$ cat src/rtl/scope_trigger_multi.sv
// Multi-channel logic-analyser trigger: per-channel level/edge hit detection,
// OR/AND combining, arm/holdoff/auto-rearm sequencing and a trigger counter.
module scope_trigger_multi #(
   parameter int NSIG     = 8,
   parameter int HOLDOFFW = 16,
   parameter int CNTW     = 16
) (
   input  logic                clk,
   input  logic                rst_n,
   input  logic [NSIG-1:0]     sig,
   input  logic [3*NSIG-1:0]   conf,
   input  logic                combine,
   input  logic [HOLDOFFW-1:0] holdoff,
   input  logic                auto_rearm,
   input  logic                arm,
   input  logic                disarm,
   output logic [NSIG-1:0]     sigout,
   output logic                changed,
   output logic                triggered,
   output logic                armed,
   output logic [CNTW-1:0]     trig_count
);

   typedef enum logic [1:0] {S_IDLE, S_ARMED, S_HOLDOFF} state_t;

   state_t              state_q, state_d;
   logic [HOLDOFFW-1:0] hcnt_q, hcnt_d;
   logic [NSIG-1:0]     sigout_q, sigout_d;
   logic                changed_q, changed_d;
   logic                triggered_q, triggered_d;
   logic                armed_q, armed_d;
   logic [CNTW-1:0]     trig_count_q, trig_count_d;

   logic [NSIG-1:0]     hit;
   logic [NSIG-1:0]     en;
   logic [1:0]          mode;
   logic                pol;
   logic                cond;

   // old value is the registered copy, new value is the live input
   always_comb begin
      hit  = '0;
      en   = '0;
      mode = '0;
      pol  = 1'b0;
      for (int i = 0; i < NSIG; i++) begin
         mode  = conf[3*i +: 2];
         pol   = conf[3*i+2];
         en[i] = (mode != 2'd0);
         case (mode)
            2'd1:    hit[i] = (sig[i] == pol);
            2'd2:    hit[i] = (sig[i] != sigout_q[i]) && (sig[i] == pol);
            2'd3:    hit[i] = (sig[i] != sigout_q[i]);
            default: hit[i] = 1'b0;
         endcase
      end
      if (combine) cond = (en != '0) && ((hit & en) == en);
      else         cond = ((hit & en) != '0);
   end

   always_comb begin
      state_d      = state_q;
      hcnt_d       = hcnt_q;
      trig_count_d = trig_count_q;
      triggered_d  = 1'b0;
      sigout_d     = sig;
      changed_d    = |(sig ^ sigout_q);
      if (disarm) begin
         state_d = S_IDLE;
      end else begin
         case (state_q)
            S_IDLE: if (arm) state_d = S_ARMED;
            S_ARMED: begin
               if (cond) begin
                  state_d      = S_HOLDOFF;
                  triggered_d  = 1'b1;
                  trig_count_d = trig_count_q + 1'b1;
                  hcnt_d       = holdoff;
               end
            end
            S_HOLDOFF: begin
               if (hcnt_q != '0) hcnt_d = hcnt_q - 1'b1;
               else              state_d = auto_rearm ? S_ARMED : S_IDLE;
            end
            default: state_d = S_IDLE;
         endcase
      end
      armed_d = (state_d == S_ARMED);
   end

   always_ff @(posedge clk) begin
      if (!rst_n) begin
         state_q      <= S_IDLE;
         hcnt_q       <= '0;
         sigout_q     <= '0;
         changed_q    <= 1'b0;
         triggered_q  <= 1'b0;
         armed_q      <= 1'b0;
         trig_count_q <= '0;
      end else begin
         state_q      <= state_d;
         hcnt_q       <= hcnt_d;
         sigout_q     <= sigout_d;
         changed_q    <= changed_d;
         triggered_q  <= triggered_d;
         armed_q      <= armed_d;
         trig_count_q <= trig_count_d;
      end
   end

   assign sigout     = sigout_q;
   assign changed    = changed_q;
   assign triggered  = triggered_q;
   assign armed      = armed_q;
   assign trig_count = trig_count_q;

endmodule

$ cat config.mk
export PLATFORM = sky130hd
export DESIGN_NAME = scope_trigger_multi
export DESIGN_NICKNAME = d
export VERILOG_FILES = /design/src/rtl/scope_trigger_multi.sv
export SDC_FILE = /design/constraint.sdc
export NUM_CORES = 1
export LEC_CHECK = 0
export CORE_ASPECT_RATIO = 1.2
export CORE_UTILIZATION = 41
export DETAILED_ROUTE_END_ITERATION = 10
export GPL_TIMING_DRIVEN = 0
export PLACE_DENSITY_LB_ADDON = 0.15
export SYNTH_ARGS = -nofsm -noshare
export SYNTH_HDL_FRONTEND = slang
export SYNTH_SLANG_ARGS = --single-unit
$ cat constraint.sdc
create_clock -name clk -period 2.5 [get_ports clk]
set_clock_uncertainty 0.15 [all_clocks]
set_input_delay 0.5 -clock clk [delete_from_list [all_inputs] [get_ports clk]]
set_output_delay 0.5 -clock clk [all_outputs]
set_load 0.02 [all_outputs]
==> run metrics, run 1 <==
fin util 63.8%; antenna viol nets, final 0; Crit-path slowest cell or4_4; Synth Area in XOR/XNOR 6.34%; Final Critical Period 2.70 ns; most common cell in the synthesized netlist dfxtp_1; worst setup margin -0.197 ns; max-cap violations 0; n_diodes 0; Initial Util 42.6%; Pint 1.14 mW; largest net degree at the start of global routing 16; Yosys warnings 0; clk sinks 45; largest family of logic cells by synthesized area simple AND/OR/NAND/NOR gates; Worst Max-Slew Pin Slew 0.658 ns; maximum fanout along the worst path 5; RSZ-0062 raised after global routing true; Final Hold Fails 0; Max Freq 371 MHz; Num CTS Buffers 5; Critical Path End Type flop; Tcrit/Tclk final 108%; Die W 77.0 µm; total gr overflow 0; Mapped Area 2760 µm²; gr usage total 23.6%; first-pass GRT wire length 13,300 µm; failing checks setup timing; placed cell areas 3730 µm²; port bufs 80; max-slew violations 0; sequential share of the synthesized area 32.6%; synthesized area per cell 7.76 µm²; wire length per cell 15.7 µm; hold crit path type in2reg; VDD IR max 0.256 mV; Async S/R FF share, synth 0%; core footprint 6490 µm²; Static Leak 1.57 nW; DRC 0; NetSw 0.502 mW; DIE HEIGHT 91.9 µm; startpoint type of the worst setup path input port; CP delay by family, top simple AND/OR/NAND/NOR gates; worst path required time 2.59 ns; Hold Buf Count CTS 0; post-route setup TNS -1.80 ns; post-synthesis cell count 356; most area-hungry cell type in the Yosys netlist dfxtp_1; Most common cell on crit path or3_4; Netlist cell types 52; CTS tree yes; Final Instance Area 4140 µm²; H-tree levels 2; Site Rows 32; CP bufs+invs 2; predominant post-synthesis flop cell dfxtp_1; Pre-antenna DRT Iters 4; CP Cell Sequence buf_2, xor2_2, nand3_2, o2111ai_4, or4_4, or3_4, a21o_1, buf_6, or3_4, a21oi_2; Synth Area in Compound Gates 25.5%; Net Sw Frac 30.6%; GP Congestion 0.862; outcome finished, violations left; Sequential Power Share 46.0%; pwr/cell area 396 nW/µm²; CTS clk-pin slew, worst paths 0.09 ns; vias in the first global route 2,865; Post-Synth Adder-Cell Area 0.905%; Slew HR 56.1%; final setup vio count 22; simple-gate share of the synthesized area 29.7%; Post-Syn Nets 412; layout cells sized above 1 27.9%; flop-to-flop setup slack -0.19 ns; Worst Path Arrival 2.78 ns; # nets final 517; critical path's largest stage delay 0.51 ns; number of synthesized register bits 45; Synth top cells by count 45 x dfxtp_1, 33 x o21ai_0, 23 x nand2_1; full die area 7070 µm²; Gate power share 25.3%; clock power share 28.6%; total power 1.64 mW; Vias 3,109; final non-filler cell total 547; filler cell count 583; mux contribution to synthesized area 0.724%; initial antenna violation count 0; clock buffer depth 2; Post-synth EDFFs 0; WS Path Type in2reg; Synth area leaders dfxtp_1 33%, xor2_1 6.0%, o21ai_0 6.0%; area grow syn2layout 49.7%; Iter 0 DRT Violations 129; dpl hpwl 6000 µm; Routed WL 8590 µm; Synth top area share 32.6%; Clk Latency, worst-skew pair 0.30 ns; Root Driver clkbuf_8; Placed Cells 521; I/O pins 81; vias per cell 5.68
-- final cells by class --
type	instances	area, µm²	share of cell area [%]
multi-input cells	282	2050	49.6
flip-flops and latches	45	911	22.0
repair buffers	98	828	20.0
well taps	85	106	2.57
plain buffers	12	85.1	2.06
clock buffers	5	68.8	1.66
inverters	17	63.8	1.54
clock inverters	3	22.5	0.544
-- routing by layer --
| layer | GRT usage, % | vias up | share of wire, % |
|---|---|---|---|
| met4 | 9.46 | 0 | 2.0 |
| met3 | 4.18 | 17 | 5.6 |
| li1 | - | 1515 | - |
| met2 | 41.4 | 114 | 50 |
| met5 | 0 | - | 0 |
| met1 | 28.2 | 1463 | 43 |
-- kinds of logic after synthesis --
kind of cell / count (synthesis)
DFF: 45
and+or+nand+nor: 149
AOI/OAI and AO/OA: 109
adders and majority gates: 2
buffers and inverters: 29
xor gates and xnor gates: 20
muxes: 2
-- registers in the layout, indices dropped and copies added, names as in the netlist --
name	flops
trig_count	16
state_q	2
triggered	1
armed	1
hcnt_q	16
changed	1
sigout	8
-- power groups by stage --
| stage | Clock, mW | Combinational, mW | Sequential [mW] |
|---|---|---|---|
| floorplan | 0 | 0.170 | 0.777 |
| global placement | 0 | 0.351 | 0.768 |
| detailed placement | 0 | 0.354 | 0.769 |
| CTS | 0.473 | 0.388 | 0.752 |
| global route | 0.506 | 0.444 | 0.757 |
| finish | 0.470 | 0.415 | 0.754 |
-- placed cells by master (no fill, tap or decap), types with 8 or more instances in the layout --
| cell type | instances |
|---|---|
| buf_6 | 10 |
| or3_1 | 16 |
| nand2_1 | 22 |
| o21ai_0 | 22 |
| buf_4 | 12 |
| buf_2 | 17 |
| clkbuf_2 | 11 |
| xor2_1 | 15 |
| nand2b_1 | 11 |
| clkdlybuf4s50_1 | 47 |
| clkbuf_1 | 8 |
| and2_1 | 8 |
| inv_1 | 15 |
| o21ai_2 | 8 |
| nand3_1 | 10 |
| nor4_1 | 9 |
| a21oi_1 | 15 |
| nand2b_4 | 8 |
| nor2_1 | 18 |
| o21ai_1 | 9 |
| dfxtp_1 | 39 |
| o22ai_1 | 9 |
-- metrics by stage --
step	hold slack (ns)	worst slack, ns
floorplan	0.281	-0.172
CTS	0.290	-0.240
global placement	0.296	-1.00
finish	0.292	-0.197
global route	0.298	-0.266
detailed placement	0.307	-1.04
-- repair_timing --
action                                  4_1_cts  5_1_grt
gates cloned                                  3        0
gates resized for setup                     135       76
pin swaps                                    26       25
buffers inserted                             11        5
endpoints found under the setup margin       36       30
-- worst reg2reg max path: stages (launching register included) --
cell	delay, ns
dfxtp_4	0.40
nand2b_4	0.06
o22ai_4	0.14
o2111ai_4	0.14
or4_4	0.51
or3_4	0.40
a21o_1	0.20
buf_6	0.14
or3_4	0.36
a21oi_2	0.13
-- worst paths after layout --
kind                   start             end  cells after the start
setup / recovery    conf[20]  trig_count[13]                     10
hold / removal        sig[1]       sigout[1]                      2
setup reg to reg   sigout[1]  trig_count[13]                      9
hold reg to reg   hcnt_q[15]      hcnt_q[15]                      2
No activity file was read; power rests on OpenSTA's default activity.
==> run 2: changes to the inputs <==
--- a/config.mk
+++ b/config.mk
@@ -5,7 +5,6 @@
 export SDC_FILE = /design/constraint.sdc
 export NUM_CORES = 1
 export LEC_CHECK = 0
-export CORE_ASPECT_RATIO = 1.2
 export CORE_UTILIZATION = 41
 export DETAILED_ROUTE_END_ITERATION = 10
 export GPL_TIMING_DRIVEN = 0
==> run 2 against run 1 <==
Net effect:
- the flow finishes with violations (DRC, setup timing)
- flip-flop and latch count unchanged
- largest cell class unchanged
- count of clock-buffer cells in the layout stayed put
- register-to-register slack hardly changed
- critical path depth grew 1
- utilization up 4.7 points
- sequential power is essentially flat
- critical path type unchanged
- wire length up 8.3%
- clock power up 41%
- global-route usage up 2.3 points
- first-iteration DRC count up 1.6%
- worst setup slack got worse by 0.016 ns
- design area is 6.4% higher
==> run metrics, run 2 (synthesis results as in run 1) <==
RSZ-0062 raised after global routing true; Clk Latency, worst-skew pair 0.30 ns (about the same); CTS clk-pin slew, worst paths 0.09 ns (about the same); dpl hpwl 6270 µm (+4.4%); Pre-antenna DRT Iters 7 (+3); area grow syn2layout 59.2%; total power 1.87 mW (+14%); critical path's largest stage delay 0.53 ns (+0.02 ns); Worst Path Arrival 2.80 ns (+0.02 ns); port bufs 80 (unchanged); # nets final 533 (+3.1%); Placed Cells 513 (-1.5%); layout cells sized above 1 31.6% (+3.7 points); full die area 7070 µm² (about the same); dpl ws -1.03 ns (+0.0147 ns); outcome finished, violations left; Hold Buf Count CTS 0 (unchanged); I/O pins 81 (unchanged); GP Congestion 0.909 (+5.4%); max-slew violations 0 (unchanged); Num CTS Buffers 5 (unchanged); largest net degree at the start of global routing 15 (-1); Final Instance Area 4400 µm² (+6.4%); worst setup path startpoint sig[5]; fin util 68.5% (+4.7 points); n_diodes 0 (unchanged); DIE HEIGHT 84.1 µm (-8.5%); worst setup margin -0.213 ns (-0.0160 ns); Max Freq 369 MHz (-0.59%); post-route setup TNS -2.55 ns (-0.755 ns); hold depth 2 (unchanged); CP delay by family, top simple AND/OR/NAND/NOR gates; Vias 3,271 (+5.2%); clk sinks 45 (unchanged); vias in the first global route 3,107 (+8.4%); vias per cell 5.89 (+3.7%); Tcrit/Tclk final 109% (+0.64 points); Final Critical Period 2.71 ns (+0.0160 ns); VDD IR max 0.288 mV (+12%); clock buffer depth 2 (unchanged); Routed WL 9300 µm (+8.3%); R2R Path Start sigout[1]; maximum fanout along the worst path 5 (unchanged); first-pass GRT wire length 14,800 µm (+12%); H-tree levels 2 (unchanged); Site Rows 29 (-9.4%); commonest non-fill, non-tap cell in the layout clkdlybuf4s50_1; placed cell areas 3720 µm² (-0.27%); cells on worst reg2reg path 9 (unchanged); failing checks DRC, setup timing; hold path startpoint sig[5]; pwr/cell area 425 nW/µm² (+7.3%); final non-filler cell total 555 (+1.5%); final setup vio count 24 (+9.1%); total gr overflow 0 (unchanged); WS Path Type in2reg; Root Driver clkbuf_8; startpoint type of the worst setup path input port; CP Cell Sequence buf_8, buf_6, xor2_4, nand2b_1, nand4_1, or4_4, or3_4, a21o_1, buf_6, or3_4, a21oi_2; Worst R2R End trig_count[5]; Critical Path End Type flop; Worst Max-Slew Pin Slew 0.642 ns (-0.0162 ns); Iter 0 DRT Violations 131 (+1.6%); gr usage total 25.9% (+2.3 points); wire length per cell 16.8 µm (+6.8%); filler cell count 543 (-6.9%); CTS tree yes; antenna viol nets, final 0 (unchanged); Static Leak 1.71 nW (+8.9%); WHS 0.281 ns (-0.0113 ns); Initial Util 43.0% (+0.42 points); worst path required time 2.59 ns (about the same); Slew HR 56.8% (+0.69 points); hold crit path type in2reg; core footprint 6420 µm² (-0.98%); Final Hold Fails 0 (unchanged); Die W 84.1 µm (+9.3%); Crit-path slowest cell or4_4; DRC 18 (+18); flop-to-flop setup slack -0.18 ns (about the same); commonest non-fill, non-tap cells in the layout 47 x clkdlybuf4s50_1, 39 x dfxtp_1, 31 x buf_4; max-cap violations 0 (unchanged); hold endpoint sigout[5]; initial antenna violation count 0 (unchanged); CP bufs+invs 3 (+1)
==> run 2: report_power, final <==
part / internal, mW / switching [mW]
logic: 0.237 / 0.222
registers: 0.731 / 0.0207
clock network: 0.397 / 0.263
==> run 2: area by class of cell <==
class                           instances  area (µm²)  area share [%]
Clock buffer                            5        68.8            1.56
Clock inverter                          3        65.1            1.48
Inverter                               17        63.8            1.45
Sequential cell                        45         918            20.9
Timing Repair Buffer                  114        1020            23.1
Multi-Input combinational cell        283        2110            47.9
Buffer                                 11        60.1            1.36
Tap cell                               77        96.3            2.19
==> run 2: repair_timing <==
item | 4_1_cts | 5_1_grt
pin swaps | 22 | 23
endpoints found under the setup margin | 36 | 34
setup buffers | 19 | 14
cloned | 3 | 2
gates resized for setup | 169 | 75
==> run 2: per-layer routing <==
layer  track usage [%]  wire length [µm]  vias up
met1              32.0              3810     1559
met4              9.40               243        0
met2              44.7              4590      134
met3              5.14               661       23
li1                  -                 -     1555
met5                 0                 0        -
==> run 2: worst register-to-register path, delay by kind of cell, from the launching register on <==
family | cells | cell delay [ns]
flops | 1 | 0.38
compound gates | 4 | 0.63
buf+inv | 1 | 0.14
simple gates | 4 | 1.33
==> run 2: worst max-delay path by stage <==
stage	to	slack, ns	cells after the start
finish	trig_count[5]	-0.21	11
global route	trig_count[5]	-0.27	10
CTS	trig_count[7]	-0.21	10
detailed placement	trig_count[7]	-1.03	10
global placement	trig_count[13]	-1.0	10
floorplan	trig_count[13]	-0.17	9
==> run 3: changes to the inputs <==
--- a/config.mk
+++ b/config.mk
@@ -5,10 +5,13 @@
 export SDC_FILE = /design/constraint.sdc
 export NUM_CORES = 1
 export LEC_CHECK = 0
+export CORE_ASPECT_RATIO = 0.7
+export CORE_MARGIN = 2
 export CORE_UTILIZATION = 41
 export DETAILED_ROUTE_END_ITERATION = 10
 export GPL_TIMING_DRIVEN = 0
 export PLACE_DENSITY_LB_ADDON = 0.15
+export SKIP_LAST_GASP = 1
 export SYNTH_ARGS = -nofsm -noshare
 export SYNTH_HDL_FRONTEND = slang
 export SYNTH_SLANG_ARGS = --single-unit
==> run 3 against run 2 <==
Net effect:
- the flow finishes with violations (setup timing)
- first-iteration DRC count rose by 68%
- flip-flop and latch count is the same
- die area is 5.0% higher
- cell count stayed put
- power shrank 11%
- wire length is 1.6% lower
- design area down 3.9%
- fmax rose by 0.64%
- sequential share of layout area is 0.82 points higher
- sequential power barely moved
- worst hold slack gained 0.015 ns
- critical path depth fell by 1
==> run metrics, run 3 (synthesis results as in run 1) <==
Routed WL 9150 µm (-1.6%); placed cell areas 3730 µm² (+0.47%); Slew HR 55.8% (-0.96 points); Worst path depth 10 (-1); CP Cell Sequence buf_4, nand2b_1, o22ai_1, o2111ai_2, or4_4, or3_4, a21o_1, buf_6, or3_1, a21oi_1; max-slew violations 0 (unchanged); flop-to-flop setup slack -0.18 ns (about the same); Static Leak 1.61 nW (-5.8%); Initial Util 43.4% (+0.38 points); maximum fanout along the worst path 5 (unchanged); Hold Buf Count CTS 0 (unchanged); antenna viol nets, final 0 (unchanged); critical path's largest stage delay 0.43 ns (-0.10 ns); Pre-antenna DRT Iters 5 (-2); clk sinks 45 (unchanged); vias in the first global route 2,941 (-5.3%); layout cells sized above 1 28.4% (-3.1 points); Worst R2R End trig_count[5]; commonest non-fill, non-tap cells in the layout 47 x clkdlybuf4s50_1, 38 x dfxtp_1, 25 x o21ai_0; I/O pins 81 (unchanged); first-pass GRT wire length 14,800 µm (-0.19%); filler cell count 564 (+3.9%); GP Congestion 0.877 (-3.5%); final setup vio count 25 (+4.2%); Final Hold Fails 0 (unchanged); dpl ws -1.03 ns (+0.000350 ns); total gr overflow 0 (unchanged); core footprint 6370 µm² (-0.88%); Critical Path End trig_count[5]; startpoint type of the worst setup path input port; dpl hpwl 6470 µm (+3.1%); outcome finished, violations left; Root Driver clkbuf_8; commonest non-fill, non-tap cell in the layout clkdlybuf4s50_1; max-cap violations 0 (unchanged); pwr/cell area 395 nW/µm² (-7.0%); DRC 0 (-18); CTS tree yes; port bufs 80 (unchanged); Max Freq 371 MHz (+0.64%); Vias 3,159 (-3.4%); RSZ-0062 raised after global routing true; Final Critical Period 2.70 ns (-0.0172 ns); Clk Latency, worst-skew pair 0.31 ns (about the same); full die area 7420 µm² (+5.0%); H-tree levels 2 (unchanged); wire length per cell 16.5 µm (-1.6%); # nets final 519 (-2.6%); worst setup path startpoint sig[0]; cells on worst reg2reg path 9 (unchanged); R2R Path Start sigout[1]; Sequential Area 917 µm² (-0.14%); clock buffer depth 2 (unchanged); Tcrit/Tclk final 108% (-0.69 points); Crit-path slowest cell or4_4; failing checks setup timing; CP bufs+invs 2 (-1); vias per cell 5.69 (-3.4%); gr usage total 25.4% (-0.51 points); Iter 0 DRT Violations 220 (+68%); Final Instance Area 4230 µm² (-3.9%); CP delay by family, top simple AND/OR/NAND/NOR gates; area grow syn2layout 53.0%; Worst Path Arrival 2.79 ns (about the same); Critical Path End Type flop; worst setup margin -0.196 ns (+0.0172 ns); n_diodes 0 (unchanged); Multi-input gate area 2060 µm² (-2.1%); fin util 66.4% (-2.1 points); Worst Max-Slew Pin Slew 0.656 ns (+0.0143 ns); CTS clk-pin slew, worst paths 0.10 ns (about the same); hold crit path type in2reg; initial antenna violation count 0 (unchanged); Site Rows 24 (-17%); Die W 102 µm (+21%); largest net degree at the start of global routing 17 (+2); VDD IR max 0.293 mV (+1.5%); WS Path Type in2reg; Num CTS Buffers 5 (unchanged); DIE HEIGHT 72.7 µm (-14%); worst path required time 2.59 ns (about the same)
run 3: cell count changes in the layout (fill, tap and decap cells not counted), moves of 3 or more:
cell | before | now
o21ai_2 | 8 | 12
nand3_1 | 15 | 12
buf_4 | 31 | 18
clkdlybuf4s15_2 | 0 | 3
clkbuf_2 | 12 | 2
buf_2 | 6 | 15
buf_6 | 17 | 14
o21ai_1 | 7 | 2
run 3: worst min path at each step:
stage	end	startpoint	slack [ns]	cells after the start
2_1_floorplan	hcnt_q[15]	hcnt_q[15]	0.28	2
3_3_place_gp	hcnt_q[15]	hcnt_q[15]	0.29	2
3_5_place_dp	hcnt_q[15]	hcnt_q[15]	0.31	2
4_1_cts	sigout[0]	sig[0]	0.29	2
5_1_grt	sigout[1]	sig[1]	0.29	2
6_report	sigout[1]	sig[1]	0.30	2
run 3: area by class of cell:
type,instances,area share [%]
multi-input cells,282,48.8
flip-flops and latches,45,21.7
repair buffers,100,21.1
well taps,91,2.69
plain buffers,12,2.01
clock buffers,5,1.63
inverters,17,1.51
clock inverters,3,0.592
run 3: report_power, final:
part / internal (mW) / switching, mW
clock: 0.202 / 0.282
sequential: 0.732 / 0.0220
combinational: 0.215 / 0.218
run 3: per-stage QoR:
step                power, mW  hold WS, ns  setup TNS [ns]  std cells
floorplan               0.947        0.281          -0.801        356
global placement         1.12        0.292          -27.61        527
detailed placement       1.12        0.305          -28.96        527
CTS                      1.64        0.292           -2.06        552
global route             1.74        0.293           -4.95        555
finish                   1.67        0.296           -2.26        555
run 3: layer usage:
metal  up-vias  global-route usage (%)  routed length (µm)
met5         -                       0                   0
met4         0                    2.96                  71
met3        14                    5.56                 759
met2       139                    38.6                4030
met1      1473                    38.0                4290
li1       1533                       -                   -
run 3: repair_timing:
action / 4_1_cts / 5_1_grt
gates resized for setup: 186 / 49
endpoints found under the setup margin: 36 / 31
cloned: 3 / 0
pin swaps: 35 / 16
hold endpoints to repair: 0 / 0
setup buffers: 14 / 7
